**src/rtl/if_prefetch.sv**
```systemverilog
// if_prefetch: instruction-fetch prefetch buffer.
//
// Sits between the core's instruction-ROM port and a variable-latency
// request/acknowledge instruction-memory bus. Sequential words ahead of the
// PC are fetched into a DEPTH-entry FIFO and served combinationally. When
// the PC leaves the sequential stream the FIFO is flushed and refetched; the
// core is stalled until the requested word is present.
//
// Ports
//   clk, rst          : clock, asynchronous active-low reset
//   core_ce_i         : core fetch enable (PC chip enable)
//   core_addr_i       : core fetch address (word aligned)
//   core_inst_o       : instruction for core_addr_i, 0 when not valid
//   core_valid_o      : core_inst_o valid this cycle
//   stall_req_o       : core must hold the PC
//   mem_req_o         : memory read request
//   mem_addr_o        : memory read address, held until acknowledged
//   mem_ack_i         : memory acknowledge, mem_data_i valid same cycle
//   mem_data_i        : memory read data
module if_prefetch #(
  parameter int unsigned DEPTH = 4
) (
  input  logic        clk,
  input  logic        rst,
  input  logic        core_ce_i,
  input  logic [31:0] core_addr_i,
  output logic [31:0] core_inst_o,
  output logic        core_valid_o,
  output logic        stall_req_o,
  output logic        mem_req_o,
  output logic [31:0] mem_addr_o,
  input  logic        mem_ack_i,
  input  logic [31:0] mem_data_i
);

  localparam int unsigned PW = (DEPTH > 1) ? $clog2(DEPTH) : 1;
  localparam int unsigned CW = $clog2(DEPTH) + 1;

  typedef enum logic [1:0] {
    IDLE,
    REQ,
    DISCARD
  } state_t;

  state_t        state_q, state_d;

  logic [31:0]   fifo_mem [DEPTH];
  logic [PW-1:0] rd_ptr, wr_ptr;
  logic [CW-1:0] count, count_nxt;
  logic [31:0]   head_addr, fetch_addr, req_addr, issue_addr;

  logic          addr_match, hit, redirect, push, pop, issue;

  // Core-side decode
  assign addr_match = (core_addr_i == head_addr);
  assign hit        = core_ce_i && addr_match && (count != '0);
  assign redirect   = core_ce_i && !addr_match;
  assign pop        = hit;

  // Data acked in a redirect cycle belongs to the old stream and is dropped.
  assign push       = (state_q == REQ) && mem_ack_i && !redirect;

  // Occupancy after this edge; a redirect empties the FIFO.
  assign count_nxt  = redirect ? '0 : (count + CW'(push) - CW'(pop));

  // A redirect issues straight to the new PC so the redirect cycle itself
  // is the only extra cycle when no stale request is in flight.
  assign issue_addr = redirect ? core_addr_i : fetch_addr;

  // State register
  always_ff @(posedge clk or negedge rst) begin
    if (!rst) begin
      state_q <= IDLE;
    end else begin
      state_q <= state_d;
    end
  end

  // Next-state logic. The outstanding request is always retired (acked)
  // whenever issue is evaluated, so the issue rule reduces to count_nxt.
  always_comb begin
    state_d = state_q;
    issue   = 1'b0;
    case (state_q)
      IDLE: begin
        if (count_nxt < CW'(DEPTH)) begin
          issue   = 1'b1;
          state_d = REQ;
        end
      end
      REQ: begin
        if (mem_ack_i) begin
          if (count_nxt < CW'(DEPTH)) begin
            issue   = 1'b1;
            state_d = REQ;
          end else begin
            state_d = IDLE;
          end
        end else if (redirect) begin
          state_d = DISCARD;
        end
      end
      DISCARD: begin
        if (mem_ack_i) begin
          state_d = IDLE;
        end
      end
      default: state_d = IDLE;
    endcase
  end

  // Output logic
  always_comb begin
    mem_req_o    = (state_q != IDLE);
    mem_addr_o   = req_addr;
    core_valid_o = hit;
    core_inst_o  = hit ? fifo_mem[rd_ptr] : '0;
    stall_req_o  = core_ce_i && !hit;
  end

  // Addresses, pointers and occupancy
  always_ff @(posedge clk or negedge rst) begin
    if (!rst) begin
      rd_ptr     <= '0;
      wr_ptr     <= '0;
      count      <= '0;
      head_addr  <= '0;
      fetch_addr <= '0;
      req_addr   <= '0;
    end else begin
      count <= count_nxt;

      if (redirect) begin
        rd_ptr    <= '0;
        wr_ptr    <= '0;
        head_addr <= core_addr_i;
      end else begin
        if (push) wr_ptr <= wr_ptr + 1'b1;
        if (pop) begin
          rd_ptr    <= rd_ptr + 1'b1;
          head_addr <= head_addr + 32'd4;
        end
      end

      if (issue) begin
        req_addr   <= issue_addr;
        fetch_addr <= issue_addr + 32'd4;
      end else if (redirect) begin
        fetch_addr <= core_addr_i;
      end
    end
  end

  // FIFO storage; contents are qualified by count, so no reset is needed.
  always_ff @(posedge clk) begin
    if (push) begin
      fifo_mem[wr_ptr] <= mem_data_i;
    end
  end

endmodule

```
**config.mk**
```make
export PLATFORM = sky130hd
export DESIGN_NAME = if_prefetch
export DESIGN_NICKNAME = d
export VERILOG_FILES = /design/src/rtl/if_prefetch.sv
export SDC_FILE = /design/constraint.sdc
export NUM_CORES = 1
export LEC_CHECK = 0
export BUFFER_PORTS_ARGS = -buffer_cell sky130_fd_sc_hd__buf_2
export CORE_MARGIN = 10
export CORE_UTILIZATION = 60
export DETAILED_ROUTE_END_ITERATION = 7
export PLACE_DENSITY = 0.78
export SKIP_CTS_REPAIR_TIMING = 1
export SYNTH_ARGS = -nofsm -noshare
export SYNTH_HDL_FRONTEND = slang
export SYNTH_SLANG_ARGS = --single-unit
```
**constraint.sdc**
```tcl
create_clock -name clk -period 8.5 [get_ports clk]
set_clock_uncertainty 0.05 [all_clocks]
set_input_delay 0 -clock clk [delete_from_list [all_inputs] [get_ports clk]]
set_output_delay 0 -clock clk [all_outputs]
set_load 0.005 [all_outputs]
```
=== Word-level counts from Yosys, hierarchy flattened ===
Memories as Yosys holds them, arrays and structs flattened.
Cells that the tools add are included.

* Equal/unequal tests: 6
* Magnitude comparators: 1
* Add/sub/neg operators: 6
* Shift-type cells: 0
* Bitwise operators: 0
* Multiplexer cells: 21
* Divide/modulo/power cells: 0
* Reductions and logical operators: 15
* Multiply operators: 0

{| class="wikitable"
|+ Operators with widths
! kind !! count
|-
| $mux 32 || 5
|-
| $add 32x3->32 const B || 2
|-
| $eq 32x32->1 || 1
|-
| $mux 2 || 8
|-
| $logic_and 1x1->1 || 6
|-
| $pmux 2 s3 || 1
|-
| $reduce_bool 2->1 || 3
|-
| $mux 1 || 5
|-
| $add 2x1->2 const B || 2
|-
| $ne 2x2->1 const B || 2
|-
| $add 3x1->3 || 1
|-
| $logic_not 1->1 || 3
|-
| $lt 3x3->1 const B || 1
|-
| $mux 3 || 1
|-
| $ne 3x3->1 const B || 1
|-
| $reduce_and 3->1 || 1
|-
| $reduce_bool 3->1 || 1
|-
| $sub 3x1->3 || 1
|-
| $eq 2x1->1 const B || 1
|-
| $eq 2x2->1 const B || 1
|-
| $logic_not 2->1 || 1
|-
| $pmux 1 s2 || 1
|}

* RAM bits: 128
* Logic and storage cells: 57
* Flip-flop bits (word level): 105
* ROM bits: 0
* Memories: 1
* Bits in latches: 0
* Output and inout port bits: 67

{| class="wikitable"
|+ Memories
! memory !! words !! bits a word !! rd ports !! clocked after memory_dff !! wr ports !! line !! text
|-
| fifo_mem || 4 || 32 || 1 || 0 || 1 || 47 || <nowiki>logic [31:0] fifo_mem [DEPTH];</nowiki>
|}

=== Longest topological paths before layout ===
* Depth after elaboration: 13
* Depth in mapped cells: 21
* Depth with buffers taken out: 18

=== Worst setup path before layout ===
No wires, ideal clock.

* Kind: register -> register
* From: register head_addr[10]
* To: register fetch_addr[22]
* Setup slack: 3845 ps
* Cell stages (with the launch flop): 20
* Data required time: 8319 ps
* Clock period less this slack: 4655 ps
* Arrival: 4473 ps
* Cells stage by stage: dfrtp_1 > xor2_1 > nor4_1 > nand4_1 > or4_1 > buf_2 > inv_2 > clkbuf_1 > ha_1 > inv_1 > ha_1 > inv_1 > fa_1 > xor3_1 > or4b_4 > nor3_2 > nand4_1 > mux2i_1 > o21ai_0 > xor2_1

* Elaborated cells between the ends (all ways): 17
* Those cells by class: add/sub: 3; order compare: 1; eq/ne: 1; mux: 6; reduce/logical: 6

{| class="wikitable"
|+ RTL lines
! element !! line !! text
|-
| start: declaration || 50 || <nowiki>logic [31:0] head_addr, fetch_addr, req_addr, issue_addr;</nowiki>
|-
| start signal: assignment || 136 || <nowiki>head_addr <= core_addr_i;</nowiki>
|-
| start signal: assignment || 141 || <nowiki>head_addr <= head_addr + 32'd4;</nowiki>
|-
| $eq 32x32->1 * || 55 || <nowiki>assign addr_match = (core_addr_i == head_addr);</nowiki>
|-
| $logic_and 1x1->1 * (2 in a row) || 56 || <nowiki>assign hit = core_ce_i && addr_match && (count != '0);</nowiki>
|-
| net core_valid_o || 28 || <nowiki>output logic core_valid_o,</nowiki>
|-
| $sub 3x1->3 * || 64 || <nowiki>assign count_nxt = redirect ? '0 : (count + CW'(push) - CW'(pop));</nowiki>
|-
| $mux 3 * || 64 ||
|-
| $lt 3x3->1 * || 86, 93 ||
|-
| $mux 1 * || 86, 93 ||
|-
| $mux 1 || 92 || <nowiki>if (mem_ack_i) begin</nowiki>
|-
| $pmux 1 s2 * || 84 || <nowiki>case (state_q)</nowiki>
|-
| $mux 32 * || 145 || <nowiki>if (issue) begin</nowiki>
|-
| end signal: assignment || 147 || <nowiki>fetch_addr <= issue_addr + 32'd4;</nowiki>
|-
| end signal: assignment || 149 || <nowiki>fetch_addr <= core_addr_i;</nowiki>
|-
| end: declaration || 50 ||
|}

The timed path passes the listed nets; every way through them passes the cells marked *.
A chain may end at the register's enable or synchronous reset.

=== Worst setup path in the final report ===
* From: register head_addr[10]
* To: register fetch_addr[8]

* Cells in the longest elaborated chain, start to end: 13
* Elaborated cells between the ends (all ways): 17
* Those cells by class: add/sub: 3; order compare: 1; eq/ne: 1; mux: 6; reduce/logical: 6

{| class="wikitable"
|+ RTL lines
! element !! line !! text
|-
| $eq 32x32->1 * || 55 ||
|-
| $logic_not 1->1 || 57 || <nowiki>assign redirect = core_ce_i && !addr_match;</nowiki>
|-
| $logic_and 1x1->1 || 57 ||
|-
| $logic_not 1->1 || 61 || <nowiki>assign push = (state_q == REQ) && mem_ack_i && !redirect;</nowiki>
|-
| $logic_and 1x1->1 || 61 ||
|-
| $add 3x1->3 || 64 ||
|-
| $sub 3x1->3 || 64 ||
|-
| $mux 3 || 64 ||
|-
| $lt 3x3->1 || 86, 93 ||
|-
| $mux 1 || 86, 93 ||
|-
| $mux 1 || 92 ||
|-
| $pmux 1 s2 || 84 ||
|-
| $mux 32 * || 145 ||
|}

Mark *: on every way between the ends. The rest lies on a longest branch, timed or not.

==> metrics.txt <==
# TYPE chip_impl_metric gauge
chip_impl_metric{name="area.sequential",unit="um2"} 6470
chip_impl_metric{name="final_setup_violation_count",unit=""} 0
chip_impl_info{name="holdCritPathClass",value="in -> reg"} 1
chip_impl_metric{name="synthesis.yosys.warnings",unit=""} 0
chip_impl_metric{name="fp-row-count",unit=""} 49
chip_impl_info{name="r2r-start",value="head_addr[10]$_DFFE_PN0P_"} 1
chip_impl_info{name="status",value="finished clean"} 1
chip_impl_metric{name="clockBufferDepth",unit=""} 3
chip_impl_metric{name="m1WireLength",unit="um"} 11600
chip_impl_metric{name="worst_hold_slack",unit="ns"} 0.188
chip_impl_metric{name="cp_data_arrival_time",unit="ns"} 6.77
chip_impl_metric{name="wl",unit="um"} 28500
chip_impl_metric{name="period_share",unit="%"} 74.8
chip_impl_metric{name="synth_cell_type_count",unit=""} 58
chip_impl_metric{name="clk_latency",unit="ns"} 0.53
chip_impl_metric{name="drt-initial-drc-count",unit=""} 624
chip_impl_metric{name="synth_compound_gate_area_share",unit="%"} 8.79
chip_impl_info{name="hold_path.startpoint",value="mem_data_i[24]"} 1
chip_impl_metric{name="worst_slew_pin_slew",unit="ns"} 0.874
chip_impl_metric{name="cts_buffers",unit=""} 24
chip_impl_metric{name="syn-num-nets",unit=""} 972
chip_impl_metric{name="drive_gt1_share",unit="%"} 20.7
chip_impl_metric{name="asyncSetResetFlopFracSynth",unit="%"} 45.1
chip_impl_metric{name="maxCapViolations",unit=""} 0
chip_impl_info{name="critPathCaptureType",value="register"} 1
chip_impl_metric{name="synth_simple_gate_area_share",unit="%"} 14.7
chip_impl_metric{name="pin_count",unit=""} 135
chip_impl_metric{name="setup_total_negative_slack",unit="ns"} 0
chip_impl_info{name="reg_to_reg_critical_path_endpoint",value="fetch_addr[8]$_DFF_PN0_"} 1
chip_impl_metric{name="hold_viol",unit=""} 0
chip_impl_metric{name="placeableCoreArea",unit="um2"} 18000
chip_impl_metric{name="cellPowerDensity",unit="nW/um2"} 207
chip_impl_metric{name="synthMuxAreaShare",unit="%"} 8.88
chip_impl_metric{name="power_leakage",unit="uW"} 0.00533
chip_impl_metric{name="overflow",unit=""} 0
chip_impl_metric{name="seq_cells_post_synth",unit=""} 233
chip_impl_metric{name="filler_cell_count",unit=""} 1150
chip_impl_info{name="worstSetupPathType",value="reg -> reg"} 1
chip_impl_metric{name="gp_congestion",unit=""} 0.928
chip_impl_metric{name="dp_hpwl",unit="um"} 18500
chip_impl_metric{name="yosysSeqAreaShare",unit="%"} 58.8
chip_impl_metric{name="drt_pass1_iterations",unit=""} 5
chip_impl_metric{name="vias_per_std_cell",unit=""} 6.08
chip_impl_metric{name="clock_tree.htree_level_count",unit=""} 1
chip_impl_metric{name="routed-wl-met3",unit="um"} 2270
chip_impl_metric{name="initial_core_util",unit="%"} 61.0
chip_impl_metric{name="wl_met2",unit="um"} 13800
chip_impl_metric{name="max-slew-margin-rel",unit="%"} 41.7
chip_impl_metric{name="netlist_instances",unit=""} 895
chip_impl_metric{name="die_area",unit="um2"} 24200
chip_impl_metric{name="place_inst",unit=""} 1226
chip_impl_info{name="rsz0062_at_grt",value="false"} 1
chip_impl_metric{name="route.vias.total",unit=""} 8161
chip_impl_metric{name="tritoncts_num_sinks",unit=""} 233
chip_impl_metric{name="layout-area-overhead-vs-synth",unit="%"} 22.1
chip_impl_info{name="hold_path_end",value="fifo_mem[3][24]$_DFFE_PP_"} 1
chip_impl_info{name="tritoncts",value="yes"} 1
chip_impl_metric{name="crit_path_max_fanout",unit=""} 47
chip_impl_metric{name="grt_start_max_net_pins",unit=""} 67
chip_impl_metric{name="groute.usage.overall",unit="%"} 22.1
chip_impl_metric{name="antenna_found_initial",unit=""} 0
chip_impl_metric{name="power.ir.vdd_worst",unit="uV"} 218
chip_impl_metric{name="detail-route-antenna-nets",unit=""} 0
chip_impl_metric{name="slew_violations",unit=""} 0
chip_impl_metric{name="die_width",unit="um"} 155
chip_impl_metric{name="r2r_slack",unit="ns"} 2.14
chip_impl_metric{name="syn_avg_cell_area",unit="um2"} 12.3
chip_impl_info{name="route.top_layer_used",value="met4"} 1
chip_impl_metric{name="post_drt_wl_per_cell",unit="um"} 21.2
chip_impl_info{name="synth_top_family_by_area",value="simple AND/OR/NAND/NOR gates"} 1
chip_impl_metric{name="netlist_area",unit="um2"} 11000
chip_impl_info{name="yosys_most_used_dff",value="sky130_fd_sc_hd__edfxtp_1"} 1
chip_impl_metric{name="worstPathRequired",unit="ns"} 8.91
chip_impl_metric{name="final-instance-count-excl-fill",unit=""} 1343
chip_impl_metric{name="synth-edff-count",unit=""} 128
chip_impl_metric{name="r2r_cells",unit=""} 18
chip_impl_metric{name="drc_errors",unit=""} 0
chip_impl_metric{name="layout.nets",unit=""} 1174
chip_impl_metric{name="finalCriticalPeriod",unit="ns"} 6.36
chip_impl_info{name="root_driver",value="sky130_fd_sc_hd__clkbuf_16"} 1
chip_impl_metric{name="first_global_vias",unit=""} 7824
chip_impl_metric{name="grt_pass1_wl",unit="um"} 43200
chip_impl_metric{name="max_freq",unit="MHz"} 157
chip_impl_metric{name="worst_hold_path.num_cells",unit=""} 2
chip_impl_metric{name="fp.dieH",unit="um"} 155
chip_impl_metric{name="synth_xor_area_share",unit="%"} 5.47
chip_impl_info{name="cp-start-kind",value="register"} 1
chip_impl_metric{name="io_buffer_count",unit=""} 134
chip_impl_metric{name="yosys.area_share.adder",unit="%"} 1.09
chip_impl_metric{name="finalPower",unit="uW"} 2780
chip_impl_metric{name="worst_setup_hold_path_clk_slew",unit="ns"} 0.07
chip_impl_metric{name="multi_input_area",unit="um2"} 4300
[metal layers]
metal / vias to the layer above / track usage [%]
met1: 3989 / 30.4
met5: - / 0
met4: 0 / 6.64
li1: 3725 / -
met2: 377 / 34.5
met3: 70 / 4.80
[critical path, stage by stage, from the launching register on]
cell and delay [ns]:
sky130_fd_sc_hd__dfrtp_1 0.45, sky130_fd_sc_hd__xor2_1 0.17, sky130_fd_sc_hd__nor4_1 0.32, sky130_fd_sc_hd__nand4_1 0.24, sky130_fd_sc_hd__or4_1 0.56, sky130_fd_sc_hd__inv_2 0.60, sky130_fd_sc_hd__ha_1 0.35, sky130_fd_sc_hd__inv_1 0.05
sky130_fd_sc_hd__ha_1 0.13, sky130_fd_sc_hd__inv_1 0.05, sky130_fd_sc_hd__fa_1 0.40, sky130_fd_sc_hd__xor3_1 0.23, sky130_fd_sc_hd__nor4b_1 0.41, sky130_fd_sc_hd__nand4_1 0.35, sky130_fd_sc_hd__mux2i_1 0.41, sky130_fd_sc_hd__a21oi_1 0.11
sky130_fd_sc_hd__dlygate4sd3_1 0.57, sky130_fd_sc_hd__o311ai_1 0.25, sky130_fd_sc_hd__dlygate4sd3_1 0.58
[registers in the layout, indices dropped and copies added (netlist names)]
signal      flops
wr_ptr          2
fifo_mem      128
fetch_addr     32
state_q         2
head_addr      32
rd_ptr          2
count           3
mem_addr_o     32
[Yosys cell counts (2+ instances only)]
cell type                  count  share of area (%)
sky130_fd_sc_hd__a21boi_0     20                1.4
sky130_fd_sc_hd__a21oi_1      11               0.50
sky130_fd_sc_hd__a221o_1       7               0.64
sky130_fd_sc_hd__a22o_1        2               0.16
sky130_fd_sc_hd__a31oi_1       7               0.40
sky130_fd_sc_hd__and2_1       46                2.6
sky130_fd_sc_hd__and3_1       21                1.2
sky130_fd_sc_hd__and4_1        2               0.16
sky130_fd_sc_hd__buf_1         2              0.068
sky130_fd_sc_hd__buf_2        15               0.68
sky130_fd_sc_hd__clkbuf_1     26               0.89
sky130_fd_sc_hd__dfrtp_1     105                 24
sky130_fd_sc_hd__edfxtp_1    128                 35
sky130_fd_sc_hd__ha_1          8               0.91
sky130_fd_sc_hd__inv_1        15               0.51
sky130_fd_sc_hd__mux2_2        5               0.51
sky130_fd_sc_hd__mux2i_1      20                1.8
sky130_fd_sc_hd__mux4_2       32                6.6
sky130_fd_sc_hd__nand2_1     121                4.1
sky130_fd_sc_hd__nand3_1      34                1.5
sky130_fd_sc_hd__nand4_1      13               0.74
sky130_fd_sc_hd__nand4b_1      2               0.16
sky130_fd_sc_hd__nor2_1       35                1.2
sky130_fd_sc_hd__nor2b_1       3               0.17
sky130_fd_sc_hd__nor3_1       16               0.73
sky130_fd_sc_hd__nor4_1       13               0.74
sky130_fd_sc_hd__o211a_1       2               0.18
sky130_fd_sc_hd__o211ai_1     10               0.68
sky130_fd_sc_hd__o21ai_0      60                2.7
sky130_fd_sc_hd__o311ai_0     13                1.0
sky130_fd_sc_hd__o311ai_1      2               0.16
sky130_fd_sc_hd__o31a_1        2               0.16
sky130_fd_sc_hd__or3_1         3               0.17
sky130_fd_sc_hd__or4_1         6               0.41
sky130_fd_sc_hd__xnor2_1      13                1.0
sky130_fd_sc_hd__xor2_1       53                4.2
[per-stage QoR]
stage               cell area [um2]  worst slack (ns)  util, %
CTS                           12700              3.05     70.4
global route                  13400              1.68     74.5
global placement              11900              3.13     65.9
detailed placement            11900              3.07     65.9
finish                        13400              2.14     74.5
floorplan                     11000              3.85        -
[final cells by class]
class,instances,area share [%]
sequential,233,48.2
multi-input combinational,602,32.0
timing repair buffer,220,11.3
clock buffer,27,4.71
tap,229,2.13
clock inverter,15,1.21
inverter,16,0.447
antenna,1,0.0186
[power by group]
part	switching (uW)	internal (uW)	total, uW
Combinational	197	156	353
Sequential	72.5	1290	1370
Clock	435	626	1060
Total	705	2070	2780
[cell usage in the layout, fill, tap and decap left out, types with 25 or more instances in the layout]
master                          netlist  routed
sky130_fd_sc_hd__dfrtp_1            105     104
sky130_fd_sc_hd__buf_2               15     133
sky130_fd_sc_hd__xor2_1              53      53
sky130_fd_sc_hd__edfxtp_1           128     128
sky130_fd_sc_hd__mux4_2              32      32
sky130_fd_sc_hd__clkbuf_16            0      25
sky130_fd_sc_hd__nand3_1             34      34
sky130_fd_sc_hd__dlygate4sd3_1        0      73
sky130_fd_sc_hd__o21ai_0             60      59
sky130_fd_sc_hd__nand2_1            121     121
sky130_fd_sc_hd__and2_1              46      46
sky130_fd_sc_hd__nor2_1              35      35
[cells by family after synthesis]
kind of cell	Yosys count
simple gates	323
flops	233
compound gates	146
xor+xnor	67
buf+inv	60
mux	57
fa+ha+maj	9
[how the worst max path moves through the flow]
stage	from	to	slack, ns	depth (start not counted)
after floorplan	head_addr[10]$_DFFE_PN0P_	fetch_addr[22]$_DFF_PN0_	3.85	19
after global placement	head_addr[3]$_DFFE_PN0P_	fetch_addr[22]$_DFF_PN0_	3.13	17
final	head_addr[10]$_DFFE_PN0P_	fetch_addr[8]$_DFF_PN0_	2.14	18
after global routing	head_addr[3]$_DFFE_PN0P_	fetch_addr[8]$_DFF_PN0_	1.68	18
after detailed placement	head_addr[10]$_DFFE_PN0P_	fetch_addr[22]$_DFF_PN0_	3.07	17
after CTS	head_addr[10]$_DFFE_PN0P_	fetch_addr[22]$_DFF_PN0_	3.05	17
Power figures use the tool's default switching activity.
